### config.mk
export PLATFORM = sky130hd
export DESIGN_NAME = multicycle_control_fsm
export DESIGN_NICKNAME = d
export VERILOG_FILES = /design/src/rtl/multicycle_control_fsm.sv
export SDC_FILE = /design/constraint.sdc
export NUM_CORES = 1
export LEC_CHECK = 0
export BUFFER_PORTS_ARGS = -buffer_cell sky130_fd_sc_hd__buf_2
export CAP_MARGIN = 20
export CORE_UTILIZATION = 35
export DETAILED_ROUTE_END_ITERATION = 12
export PLACE_DENSITY = 0.69
export REMOVE_ABC_BUFFERS = 1
export SLEW_MARGIN = 20
export SYNTH_ARGS = -nofsm -noshare
export SYNTH_HDL_FRONTEND = slang
export SYNTH_SLANG_ARGS = --single-unit
export TNS_END_PERCENT = 50
### constraint.sdc
create_clock -name clk_i -period 3.6 [get_ports clk_i]
set_clock_uncertainty 0.05 [all_clocks]
set_input_delay 0.54 -clock clk_i [delete_from_list [all_inputs] [get_ports clk_i]]
set_output_delay 0.54 -clock clk_i [all_outputs]
set_load 0.02 [all_outputs]
### src/rtl/multicycle_control_fsm.sv
// Main sequencer of the multi-cycle RV32I core: steps each instruction through
// fetch/decode/execute/memory/writeback and drives datapath selects and strobes.
module multicycle_control_fsm #(
    parameter logic [3:0] RESET_STATE = 4'd0
) (
    input  logic       clk_i,
    input  logic       rst_i,
    input  logic [6:0] op_i,
    input  logic [2:0] funct3_i,
    input  logic       zero_i,
    input  logic       mem_ready_i,
    output logic       mem_req_o,
    output logic       mem_we_o,
    output logic       adr_src_o,
    output logic       ir_write_o,
    output logic       pc_en_o,
    output logic       reg_write_o,
    output logic [1:0] alu_src_a_o,
    output logic [1:0] alu_src_b_o,
    output logic [1:0] alu_op_o,
    output logic [1:0] result_src_o,
    output logic [2:0] imm_src_o,
    output logic [3:0] state_o,
    output logic       illegal_o
);

    typedef enum logic [3:0] {
        S_FETCH    = 4'd0,
        S_DECODE   = 4'd1,
        S_MEMADR   = 4'd2,
        S_MEMREAD  = 4'd3,
        S_MEMWB    = 4'd4,
        S_MEMWRITE = 4'd5,
        S_EXEC_R   = 4'd6,
        S_EXEC_I   = 4'd7,
        S_ALU_WB   = 4'd8,
        S_BRANCH   = 4'd9,
        S_JAL      = 4'd10,
        S_JALR_ADR = 4'd11,
        S_EXEC_U   = 4'd12,
        S_TRAP     = 4'd15
    } state_t;

    state_t     state_r;
    logic       illegal_r;

    logic       mem_req_s;
    logic       mem_we_s;
    logic       adr_src_s;
    logic       ir_write_s;
    logic       pc_en_s;
    logic       reg_write_s;
    logic [1:0] src_a_s;
    logic [1:0] src_b_s;
    logic [1:0] alu_op_s;
    logic [1:0] result_src_s;
    logic [2:0] imm_src_s;

    // Immediate format implied by the opcode; formats without an immediate fall back to I.
    function automatic logic [2:0] imm_decode(input logic [6:0] op);
        logic [2:0] imm;
        case (op)
            7'b0100011: imm = 3'b001;
            7'b1100011: imm = 3'b010;
            7'b1101111: imm = 3'b011;
            7'b0110111,
            7'b0010111: imm = 3'b100;
            default:    imm = 3'b000;
        endcase
        return imm;
    endfunction

    // Sequencer state and sticky illegal-opcode flag.
    always_ff @(posedge clk_i or posedge rst_i) begin
        if (rst_i) begin
            state_r   <= state_t'(RESET_STATE);
            illegal_r <= 1'b0;
        end else begin
            case (state_r)
                S_FETCH: begin
                    if (mem_ready_i) begin
                        state_r <= S_DECODE;
                    end
                end
                S_DECODE: begin
                    case (op_i)
                        7'b0000011,
                        7'b0100011: state_r <= S_MEMADR;
                        7'b0110011: state_r <= S_EXEC_R;
                        7'b0010011: state_r <= S_EXEC_I;
                        7'b1100011: state_r <= S_BRANCH;
                        7'b1101111: state_r <= S_JAL;
                        7'b1100111: state_r <= S_JALR_ADR;
                        7'b0110111,
                        7'b0010111: state_r <= S_EXEC_U;
                        default: begin
                            state_r   <= S_TRAP;
                            illegal_r <= 1'b1;
                        end
                    endcase
                end
                S_MEMADR:   state_r <= op_i[5] ? S_MEMWRITE : S_MEMREAD;
                S_MEMREAD: begin
                    if (mem_ready_i) begin
                        state_r <= S_MEMWB;
                    end
                end
                S_MEMWB:    state_r <= S_FETCH;
                S_MEMWRITE: begin
                    if (mem_ready_i) begin
                        state_r <= S_FETCH;
                    end
                end
                S_EXEC_R,
                S_EXEC_I,
                S_EXEC_U:   state_r <= S_ALU_WB;
                S_ALU_WB:   state_r <= S_FETCH;
                S_BRANCH:   state_r <= S_FETCH;
                S_JALR_ADR: state_r <= S_JAL;
                S_JAL:      state_r <= S_ALU_WB;
                S_TRAP:     illegal_r <= 1'b1;
                default: begin
                    // Unused encodings are treated as a fault and parked in TRAP.
                    state_r   <= S_TRAP;
                    illegal_r <= 1'b1;
                end
            endcase
        end
    end

    // Moore decode of the datapath controls; FETCH and BRANCH strobes are input-qualified.
    always_comb begin
        mem_req_s    = 1'b0;
        mem_we_s     = 1'b0;
        adr_src_s    = 1'b0;
        ir_write_s   = 1'b0;
        pc_en_s      = 1'b0;
        reg_write_s  = 1'b0;
        src_a_s      = 2'b00;
        src_b_s      = 2'b00;
        alu_op_s     = 2'b00;
        result_src_s = 2'b00;
        imm_src_s    = imm_decode(op_i);
        case (state_r)
            S_FETCH: begin
                mem_req_s    = 1'b1;
                src_b_s      = 2'b10;
                result_src_s = 2'b10;
                ir_write_s   = mem_ready_i;
                pc_en_s      = mem_ready_i;
            end
            S_DECODE: begin
                src_a_s = 2'b01;
                src_b_s = 2'b01;
            end
            S_MEMADR: begin
                src_a_s = 2'b10;
                src_b_s = 2'b01;
            end
            S_MEMREAD: begin
                mem_req_s = 1'b1;
                adr_src_s = 1'b1;
            end
            S_MEMWB: begin
                result_src_s = 2'b01;
                reg_write_s  = 1'b1;
            end
            S_MEMWRITE: begin
                mem_req_s = 1'b1;
                mem_we_s  = 1'b1;
                adr_src_s = 1'b1;
            end
            S_EXEC_R: begin
                src_a_s  = 2'b10;
                alu_op_s = 2'b10;
            end
            S_EXEC_I: begin
                src_a_s  = 2'b10;
                src_b_s  = 2'b01;
                alu_op_s = 2'b10;
            end
            S_EXEC_U: begin
                // LUI adds the immediate to zero, AUIPC to the old PC.
                src_a_s = op_i[5] ? 2'b11 : 2'b01;
                src_b_s = 2'b01;
            end
            S_ALU_WB: begin
                reg_write_s = 1'b1;
            end
            S_BRANCH: begin
                src_a_s  = 2'b10;
                alu_op_s = 2'b01;
                pc_en_s  = zero_i ^ funct3_i[0];
            end
            S_JALR_ADR: begin
                src_a_s = 2'b10;
                src_b_s = 2'b01;
            end
            S_JAL: begin
                src_a_s = 2'b01;
                src_b_s = 2'b10;
                pc_en_s = 1'b1;
            end
            S_TRAP: begin
                mem_req_s = 1'b0;
            end
            default: begin
                mem_req_s = 1'b0;
            end
        endcase
    end

    // Force every control to zero while reset is held, so an in-flight request drops at once.
    always_comb begin
        if (rst_i) begin
            mem_req_o    = 1'b0;
            mem_we_o     = 1'b0;
            adr_src_o    = 1'b0;
            ir_write_o   = 1'b0;
            pc_en_o      = 1'b0;
            reg_write_o  = 1'b0;
            alu_src_a_o  = 2'b00;
            alu_src_b_o  = 2'b00;
            alu_op_o     = 2'b00;
            result_src_o = 2'b00;
            imm_src_o    = 3'b000;
        end else begin
            mem_req_o    = mem_req_s;
            mem_we_o     = mem_we_s;
            adr_src_o    = adr_src_s;
            ir_write_o   = ir_write_s;
            pc_en_o      = pc_en_s;
            reg_write_o  = reg_write_s;
            alu_src_a_o  = src_a_s;
            alu_src_b_o  = src_b_s;
            alu_op_o     = alu_op_s;
            result_src_o = result_src_s;
            imm_src_o    = imm_src_s;
        end
    end

    assign state_o   = state_r;
    assign illegal_o = illegal_r;

endmodule

======== After elaboration in Yosys (flattened, before gate mapping) ========
Index checks and enable logic that the tools add are counted.
Widths: inputs -> output; s select.
storage, ports and cells
  input bits .............................. 14
  word-level logic and storage cells ...... 79
  flip-flop bits (word level) ............. 5
  output and inout port bits .............. 22
operators by class
  multiplexer cells ....................... 31
  bitwise logic cells ..................... 3
  reduce and logical (&&, ||, !) cells .... 17
  eq/ne operators ......................... 26
operator list
  kind                count
  $pmux 4 s9          1
  $pmux 4 s7          1
  $eq 4x4->1 const B  6
  $eq 7x6->1 const B  3
  $eq 7x7->1 const B  3
  $eq 4x3->1 const B  4
  $eq 7x5->1 const B  2
  $reduce_or 2->1     7
  $mux 1              12
  $mux 4              3
  $pmux 2 s2          3
  $pmux 3 s4          1
  $reduce_or 12->1    1
  $mux 2              5
  $reduce_or 5->1     2
  $reduce_or 9->1     1
  $eq 4x2->1 const B  2
  $ne 2x2->1 const B  4
  $eq 7x2->1 const B  1
  $mux 3              2
  $pmux 2 s3          1
  $reduce_or 3->1     2
  $eq 4x1->1 const B  1
  $logic_not 4->1     1
  other kinds (7)     8

======== Longest topological paths before layout ========
Gate-level depths: netlist of the first run.
  depth in word-level cells ............... 4
  mapped depth ............................ 6
  depth with buffers taken out ............ 5

======== Worst setup path before layout of the first run ========
No wires, ideal clock.
  path type ............................... reg2out
  start point ............................. reg state_r[1], in the netlist state_o[1]
  end point ............................... out pc_en_o
  required time ........................... 3.010 ns
  path buffers ............................ 2
  data arrival time ....................... 1.915 ns
  slack ................................... 1.095 ns
  stages on the path, launching flop included .. 6
  path through ............................ dfrtp_1 -> buf_4 -> buf_2 -> nor4_1 -> nand2_1 -> o41ai_1
on the way
  cells in the longest elaborated chain, start to end .. 3
  elaborated cells between the ends (all ways) .. 5
  those cells by class .................... 2 x eq/ne; 2 x mux; 1 x reduce/logical
RTL lines
  element                                               line  RTL
  start, declared                                       44    state_t state_r;
  start signal, assigned                                76    state_r <= state_t'(RESET_STATE);
  start signal, assigned                                102   S_MEMADR: state_r <= op_i[5] ? S_MEMWRITE : S_MEMREAD;
  $eq 4x4->1 / $logic_not 4->1 (equally long branches)  144   case (state_r)
  $pmux 1 s3 (*)                                        144
  $mux 1 (*)                                            215   if (rst_i) begin
  end, declared                                         16    output logic pc_en_o,
Mark *: on every way between the ends. The rest lies on a longest branch, timed or not.

======== Final worst setup path of the first run ========
  start point ............................. reg state_r[1], in the netlist state_o[1]
  end point ............................... out alu_src_b_o[0]
on the way
  cells in the longest elaborated chain, start to end .. 4
  elaborated cells between the ends (all ways) .. 11
  those cells by class .................... 6 x eq/ne; 2 x mux; 3 x reduce/logical
RTL lines
  element                                                              line  RTL
  $eq 4x3->1, or another cell as far along                             144
  $reduce_or 5->1 (no line) / $reduce_or 2->1 (equally long branches)  -
  $pmux 2 s2 (*)                                                       144
  $mux 2 (*)                                                           215
  end, declared                                                        19    output logic [1:0] alu_src_b_o,
Marks and branches as above.

==> results of run 1 <==
==> synthesized netlist by cell type (2+ instances only) <==
cell type,n
a21oi_1,10
buf_2,9
nand2_1,9
nor2_1,9
nor4_1,6
dfrtp_1,5
nand2b_1,5
nand3b_1,4
nor2b_1,4
nor3_1,4
nand3_1,3
xnor2_1,3
xor2_1,3
a211oi_1,2
nor3b_1,2
o21ai_0,2
o22ai_1,2
o32ai_1,2
or2_1,2
==> flip-flops by register name, summed over array words and instances, names as in the netlist <==
signal	cells
illegal_o	1
state_o	4
==> stage by stage <==
stage / util [%] / instance area, um2 / total power, mW / hold slack (ns) / setup WS (ns)
after global routing: 46.6 / 942 / 0.158 / 0.323 / 0.752
after global placement: 45.3 / 916 / 0.0827 / 0.397 / 1.23
final: 46.6 / 942 / 0.151 / 0.281 / 0.938
after floorplan: - / 717 / 0.0677 / 0.274 / 1.02
after detailed placement: 45.3 / 916 / 0.0839 / 0.404 / 1.19
after CTS: 46.6 / 942 / 0.153 / 0.290 / 0.928
==> routing by layer <==
metal	GRT usage, %	vias up	routed length [um]
met1	22.3	408	889
met4	4.90	0	14
met3	5.92	2	110
li1	-	445	-
met5	0	-	0
met2	31.3	27	983
==> critical path, stage by stage, from the launching register on <==
cell and delay (ns):
dfrtp_1 0.76, nand2b_1 0.28, nand2_1 0.14, nor2_1 0.11, a21oi_1 0.05, a211oi_1 0.27, buf_2 0.20
==> worst paths after layout <==
kind	slack (ns)	startpoint	depth (start not counted)	to
worst max-delay path	0.94	state_o[1]	6	alu_src_b_o[0]
worst min-delay path	0.28	rst_i	2	state_o[2]
worst max register to register	1.60	state_o[3]	4	state_o[1]
worst min register to register	0.41	illegal_o	1	illegal_o
max in group asynchronous	3.04	rst_i	2	illegal_o
min in group clk_i	0.41	illegal_o	1	illegal_o
==> final cells by class <==
| cell class | instances | area [um2] |
|---|---|---|
| Fill cell | 223 | 1080 |
| Multi-Input combinational cell | 90 | 588 |
| Timing Repair Buffer | 33 | 165 |
| Sequential cell | 5 | 125 |
| Tap cell | 27 | 33.8 |
| Clock buffer | 4 | 26.3 |
| Inverter | 1 | 3.75 |
==> logic make-up after synthesis <==
kind of cell | after synthesis
AO/OA/AOI/OAI | 26
XOR/XNOR | 6
multiplexers | 1
AND/OR/NAND/NOR | 57
buffers and inverters | 12
flip-flops | 5
==> where the power goes <==
group          switching, mW  internal [mW]  leakage (nW)
clock                 0.0263         0.0421        0.0150
combinational         0.0162         0.0102         0.323
sequential                 0         0.0564        0.0437
total                 0.0425          0.109         0.382
==> flow_metrics.env, run 1 <==
export IMPL_crit_arrival_ns=2.07
export IMPL_vias=882
export IMPL_die_w_um=49
export IMPL_cts_tree="yes"
export IMPL_die_y_um=49
export IMPL_synth_compound_area_share_pct=22.8
export IMPL_synth_area_leader_cell="dfrtp_1"
export IMPL_period_needed_ns=2.66
export IMPL_grt_pass1_wl_um=3480
export IMPL_ioPinCount=36
export IMPL_layout_commonest_cell="buf_2"
export IMPL_critPathRequiredTime_ns=3.01
export IMPL_final_hold_violation_count=0
export IMPL_synth_top_family_by_area="simple AND/OR/NAND/NOR gates"
export IMPL_grt_total_usage_pct=18.5
export IMPL_worst_setup_path_end_kind="output pin"
export IMPL_remaining_drc_errors=0
export IMPL_layout_common_cells="buf_2, a21oi_1, nor2_1, nand2_1, nor4_1"
export IMPL_syn_area_um2=773
export IMPL_drt_first_pass_iters=4
export IMPL_ys_top_cells_by_area="dfrtp_1, a21oi_1, buf_2"
export IMPL_path_class="reg2out"
export IMPL_htreeDepth=1
export IMPL_dieArea_um2=2400
export IMPL_period_share_pct=73.9
export IMPL_ant_nets=0
export IMPL_nNetsFinal=148
export IMPL_grt_max_degree=29
export IMPL_synth_xor_xnor_area_share_pct=6.80
export IMPL_gp_congestion=0.795
export IMPL_synth_adder_area_share_pct=0
export IMPL_cts_sinks=5
export IMPL_setup_violations=0
export IMPL_p_leak_nw=0.382
export IMPL_wl_per_cell_um=12.5
export IMPL_synth_top_flop_cell="dfrtp_1"
export IMPL_rsz0062_at_grt="no"
export IMPL_clk_path_buf_depth=2
export IMPL_routed_wl_um=2000
export IMPL_clock_root_buffer="clkbuf_4"
export IMPL_tns_ns=0
export IMPL_ys_seq_area_share_pct=16.2
export IMPL_grt_pass1_vias=773
export IMPL_dp_hpwl_um=1430
export IMPL_synthCells=107
export IMPL_status="completed"
export IMPL_final_instance_count_excl_fill=160
export IMPL_power_density_nw_per_um2=160
export IMPL_synth_warnings=0
export IMPL_hp_class="in2async"
export IMPL_ys_ff_latch=5
export IMPL_synth_edf_count=0
export IMPL_ctsHoldBuffers=0
export IMPL_post_cts_buffers=0
export IMPL_postSynthAreaPerCell_um2=7.23
export IMPL_grt_antenna_before_repair=0
export IMPL_tightest_slew_ns=0.811
export IMPL_slew_viol_final=0
export IMPL_place_inst=156
export IMPL_gr_total_overflow=0
export IMPL_vias_per_cell=5.51
export IMPL_clkTransAtPathRegs_ns=0.05
export IMPL_path_max_fanout=21
export IMPL_cts_buffers=3
export IMPL_ir_worst_vdd_v=0.000170
export IMPL_ctsResizeCount=0
export IMPL_synth_simple_gate_area_share_pct=45.1
export IMPL_synth_top_area_share_pct=16.2
export IMPL_critPathLaunchType="flop"
export IMPL_max_freq_ghz=0.376
export IMPL_area_growth_pct=21.8
export IMPL_async_flop_share_pct=100
export IMPL_drv_cap=0
export IMPL_drive_gt1_share_pct=30.1
export IMPL_muxShareOfSynthArea_pct=1.29
export IMPL_ys_types=40
export IMPL_first_iter_violations=11
export IMPL_rows=16
export IMPL_relSlewSlack_pct=45.9
export IMPL_n_antenna_cell=0
export IMPL_start_util_pct=38.2
export IMPL_portBuffers=33
export IMPL_clock_latency_ns=0.25
export IMPL_core_um2=2020
Note: power is estimated with default switching activity, not from simulation.
==> inputs of run 2 (changes only) <==
==> constraint.sdc (replaced) <==
create_clock -name clk_i -period 2.6 [get_ports clk_i]
set_clock_uncertainty 0.05 [all_clocks]
set_input_delay 0.39 -clock clk_i [delete_from_list [all_inputs] [get_ports clk_i]]
set_output_delay 0.39 -clock clk_i [all_outputs]
set_load 0.02 [all_outputs]
==> flow_metrics.env, run 2 (synthesized netlist as in run 1, its figures left out) <==
export IMPL_status="completed"
export IMPL_fillers=223
export IMPL_largest_register_ffs=4
export IMPL_p_int_uw=150
export IMPL_grt_antenna_before_repair=0
export IMPL_p_leak_nw=0.399
export IMPL_period_needed_ns=2.16
export IMPL_die_w_um=49
export IMPL_rsz0062_at_grt="no"
export IMPL_grt_total_usage_pct=17.6
export IMPL_setup_violations=0
export IMPL_rows=16
export IMPL_die_y_um=49
export IMPL_swShare_pct=27.8
export IMPL_tightest_slew_ns=0.420
export IMPL_cts_tree="yes"
export IMPL_grt_pass1_wl_um=3390
export IMPL_vias_per_cell=5.64
export IMPL_grt_max_degree=16
export IMPL_slew_viol_final=0
export IMPL_remaining_drc_errors=0
export IMPL_ir_worst_vdd_v=0.000122
export IMPL_post_cts_buffers=0
export IMPL_multiInputGateArea_um2=588
export IMPL_use_met1_pct=21.9
export IMPL_ctsHoldBuffers=0
export IMPL_p_comb_share_pct=17.7
export IMPL_grt_pass1_vias=769
export IMPL_first_iter_violations=18
export IMPL_worst_path_buf_inv=2
export IMPL_area_growth_pct=25.7
export IMPL_n_antenna_cell=0
export IMPL_ctsResizeCount=0
export IMPL_ioPinCount=36
export IMPL_drv_cap=0
export IMPL_gp_congestion=0.786
export IMPL_reg2reg_depth=5
export IMPL_drt_first_pass_iters=4
export IMPL_ant_nets=0
export IMPL_tns_ns=0
export IMPL_htreeDepth=1
export IMPL_layout_common_cells="buf_2, a21oi_1, nor2_1, nand2_1, nor4_1"
export IMPL_worst_setup_path_end_kind="output pin"
export IMPL_r2r_start="state_o[3]"
export IMPL_critPathMaxStageDelay_ns=0.53
export IMPL_pwr_share_clk_pct=44.8
export IMPL_top_usage_layer="met2"
export IMPL_core_um2=2020
export IMPL_critPathRequiredTime_ns=2.16
export IMPL_drive_gt1_share_pct=32.1
export IMPL_ff2ff_setup_slack_ns=0.80
export IMPL_seqPwrFrac_pct=37.5
export IMPL_path_delay_family="flip-flops"
export IMPL_routed_wl_um=2030
export IMPL_worstPathCellList="buf_4 > nor2b_1 > a21oi_1 > a211oi_1 > buf_2"
export IMPL_relSlewSlack_pct=72.0
export IMPL_cts_buffers=3
export IMPL_final_hold_violation_count=0
export IMPL_power_switching_uw=57.8
export IMPL_clk_path_buf_depth=2
export IMPL_clock_root_buffer="clkbuf_4"
export IMPL_dp_hpwl_um=1490
export IMPL_clkTransAtPathRegs_ns=0.05
export IMPL_vias=925
export IMPL_period_share_pct=83.1
export IMPL_max_freq_ghz=0.463
export IMPL_start_util_pct=38.2
export IMPL_dieArea_um2=2400
export IMPL_nNetsFinal=152
export IMPL_hp_class="in2async"
export IMPL_reg2reg_to="state_o[0]"
export IMPL_portBuffers=33
export IMPL_path_max_fanout=12
export IMPL_cp_slowest_cell="dfrtp_1"
export IMPL_path_class="reg2out"
export IMPL_grt_util_met3_pct=3.43
export IMPL_wl_per_cell_um=12.4
export IMPL_gr_total_overflow=0
export IMPL_power_density_nw_per_um2=214
export IMPL_cts_sinks=5
export IMPL_grt_met2_usage_pct=29.6
export IMPL_critPathLaunchType="flop"
export IMPL_clock_latency_ns=0.24
export IMPL_post_route_util_pct=48.1
export IMPL_layout_commonest_cell="buf_2"
export IMPL_crit_arrival_ns=1.72
export IMPL_seq_area_um2=125
## run 2: cell type report
| type | count | share of cell area, % |
|---|---|---|
| Sequential cell | 5 | 12.9 |
| Tap cell | 27 | 3.47 |
| Inverter | 1 | 0.386 |
| Clock buffer | 4 | 2.70 |
| Multi-Input combinational cell | 90 | 60.5 |
| Timing Repair Buffer | 37 | 20.1 |
## run 2: power by group through the flow
| stage | clock network (mW) | registers [mW] | logic [mW] |
|---|---|---|---|
| after global routing | 0.103 | 0.0779 | 0.0404 |
| after CTS | 0.0960 | 0.0781 | 0.0367 |
| after global placement | 0 | 0.0792 | 0.0355 |
| final | 0.0933 | 0.0780 | 0.0368 |
| after detailed placement | 0 | 0.0792 | 0.0366 |
| after floorplan | 0 | 0.0792 | 0.0145 |
## run 2: metal layers
metal	share of wire [%]	vias up	wire, um
met4	0.49	0	10
met1	46	436	931
met2	50	27	1010
met3	3.8	2	77
met5	0	-	0
li1	-	460	-
## run 2: how the worst max path moves through the flow
stage,from,depth (start not counted),to
after floorplan,state_o[3],4,pc_en_o
after global placement,state_o[1],6,alu_src_b_o[0]
after detailed placement,state_o[1],6,alu_src_b_o[0]
after CTS,state_o[1],6,alu_src_b_o[0]
after global routing,state_o[1],5,mem_req_o
final,state_o[1],5,alu_src_b_o[0]
## run 2: stage by stage
stage                     instance area, um2  instances  hold slack [ns]  worst slack, ns  power (mW)
final                                    972        164            0.148            0.440       0.208
after global routing                     972        164            0.154            0.302       0.221
after CTS                                972        164            0.143            0.426       0.211
after detailed placement                 946        160            0.408            0.700       0.116
after global placement                   946        160            0.396            0.707       0.115
after floorplan                          717         96            0.124            0.165      0.0937
==> inputs of run 3 (changes only) <==
==> constraint.sdc (replaced) <==
create_clock -name clk_i -period 2.1 [get_ports clk_i]
set_clock_uncertainty 0.05 [all_clocks]
set_input_delay 0.315 -clock clk_i [delete_from_list [all_inputs] [get_ports clk_i]]
set_output_delay 0.315 -clock clk_i [all_outputs]
set_load 0.02 [all_outputs]
==> flow_metrics.env, run 3 (synthesized netlist as in run 1, its figures left out) <==
export IMPL_start_util_pct=38.2
export IMPL_final_hold_violation_count=0
export IMPL_die_w_um=49
export IMPL_area_growth_pct=33.2
export IMPL_layout_common_cells="buf_2, a21oi_1, nor2_1, nand2_1, buf_4"
export IMPL_clock_root_buffer="clkbuf_4"
export IMPL_die_y_um=49
export IMPL_worstPathCellList="nand2b_2 > nand2_1 > and4b_1 > or2_1 > buf_2"
export IMPL_tns_ns=0
export IMPL_slew_viol_final=0
export IMPL_grt_total_usage_pct=17.5
export IMPL_status="completed"
export IMPL_grt_pass1_vias=799
export IMPL_clock_latency_ns=0.24
export IMPL_n_antenna_cell=0
export IMPL_largest_register_ffs=4
export IMPL_whs_ns=0.0392
export IMPL_hp_class="in2async"
export IMPL_p_comb_share_pct=18.7
export IMPL_dp_hpwl_um=1590
export IMPL_first_iter_violations=13
export IMPL_critPathLaunchType="flop"
export IMPL_routed_wl_um=1990
export IMPL_dieArea_um2=2400
export IMPL_path_max_fanout=11
export IMPL_power_density_nw_per_um2=247
export IMPL_vias=915
export IMPL_gp_congestion=0.801
export IMPL_post_place_ws_ns=0.235
export IMPL_cts_buffers=3
export IMPL_pwr_share_clk_pct=43.3
export IMPL_core_um2=2020
export IMPL_remaining_drc_errors=0
export IMPL_cts_tree="yes"
export IMPL_period_share_pct=93.4
export IMPL_final_instance_count_excl_fill=169
export IMPL_grt_pass1_wl_um=3420
export IMPL_drt_first_pass_iters=4
export IMPL_worst_setup_path_end_kind="output pin"
export IMPL_ioPinCount=36
export IMPL_drive_gt1_share_pct=38.0
export IMPL_setup_violations=0
export IMPL_relSlewSlack_pct=73.9
export IMPL_portBuffers=33
export IMPL_tightest_slew_ns=0.382
export IMPL_power_switching_uw=66.8
export IMPL_max_freq_ghz=0.510
export IMPL_layout_commonest_cell="buf_2"
export IMPL_rsz0062_at_grt="no"
export IMPL_grt_max_degree=15
export IMPL_p_leak_nw=0.431
export IMPL_r2r_start="state_o[2]"
export IMPL_setup_slack_ns=0.139
export IMPL_critPathMaxStageDelay_ns=0.46
export IMPL_p_total_uw=254
export IMPL_ant_nets=0
export IMPL_reg2reg_depth=6
export IMPL_drv_cap=0
export IMPL_cp_slowest_cell="dfrtp_2"
export IMPL_p_int_uw=187
export IMPL_vias_per_cell=5.41
export IMPL_clk_path_buf_depth=2
export IMPL_rows=16
export IMPL_reg2reg_to="state_o[0]"
export IMPL_clkTransAtPathRegs_ns=0.04
export IMPL_path_class="reg2out"
export IMPL_swShare_pct=26.3
export IMPL_place_inst=165
export IMPL_grt_antenna_before_repair=0
export IMPL_ff2ff_setup_slack_ns=0.41
export IMPL_nNetsFinal=157
export IMPL_ir_worst_vdd_v=0.000201
export IMPL_wl_per_cell_um=11.8
export IMPL_critPathRequiredTime_ns=1.74
export IMPL_htreeDepth=1
export IMPL_gr_total_overflow=0
export IMPL_seqPwrFrac_pct=38.1
export IMPL_cts_sinks=5
export IMPL_period_needed_ns=1.96
export IMPL_crit_arrival_ns=1.60
[run 3: changes by cell type in the layout (fill, tap and decap cells not counted)]
cell / previous run / this run
nand2b_1: 5 / 4
nor4b_4: 0 / 1
dfrtp_1: 5 / 2
a211oi_1: 2 / 1
nor4b_2: 1 / 0
dfrtp_2: 0 / 3
a211oi_2: 0 / 1
nand2b_2: 0 / 1
buf_4: 4 / 9
[run 3: final cells by class]
class                           count  area, um2
Multi-Input combinational cell     90        604
Clock buffer                        4       26.3
Timing Repair Buffer               42        233
Tap cell                           27       33.8
Fill cell                         199        992
Sequential cell                     5        129
Inverter                            1       3.75
[run 3: routing by layer]
metal  vias up  global-route usage (%)  routed length [um]  part of all wire, %
li1        466                       -                   -                    -
met1       429                    21.9                 941                   47
met2        20                    31.3                 974                   49
met3         0                    4.05                  73                  3.7
met4         0                    1.47                   0                    0
met5         -                       0                   0                    0
[run 3: worst max-delay path: cells and delay by family (launching register included)]
| kind | cells | cell delay, ns |
|---|---|---|
| buf+inv | 1 | 0.16 |
| flops | 1 | 0.46 |
| simple gates | 4 | 0.74 |
[run 3: worst max path at each step]
stage / from / end / slack [ns] / cells past startpoint
detailed placement: state_o[1] / alu_src_b_o[0] / 0.23 / 6
global placement: state_o[1] / alu_src_b_o[0] / 0.27 / 6
floorplan: state_o[3] / pc_en_o / -0.26 / 4
global route: state_o[2] / alu_src_b_o[0] / 0.02 / 5
finish: state_o[1] / mem_req_o / 0.14 / 5
CTS: state_o[2] / alu_src_b_o[0] / 0.03 / 6
[run 3: through the flow]
| stage | cell area, um2 | utilization [%] |
|---|---|---|
| 3_5_place_dp | 983 | 48.6 |
| 6_report | 1030 | 50.9 |
| 5_1_grt | 1030 | 50.9 |
| 2_1_floorplan | 717 | - |
| 4_1_cts | 1010 | 50.0 |
| 3_3_place_gp | 983 | 48.6 |
[run 3: power by group through the flow]
stage	combinational (mW)	clock [mW]	sequential [mW]
2_1_floorplan	0.0179	0	0.0981
3_3_place_gp	0.0455	0	0.0981
3_5_place_dp	0.0464	0	0.0981
4_1_cts	0.0465	0.114	0.0967
5_1_grt	0.0521	0.126	0.0965
6_report	0.0474	0.110	0.0967
[run 3: timing repair]
action | 4_1_cts | 5_1_grt
setup endpoints to repair | 2 | 4
hold buffers | 0 | 0
gates cloned | 0 | 0
resized for setup | 1 | 5
setup buffers | 0 | 0
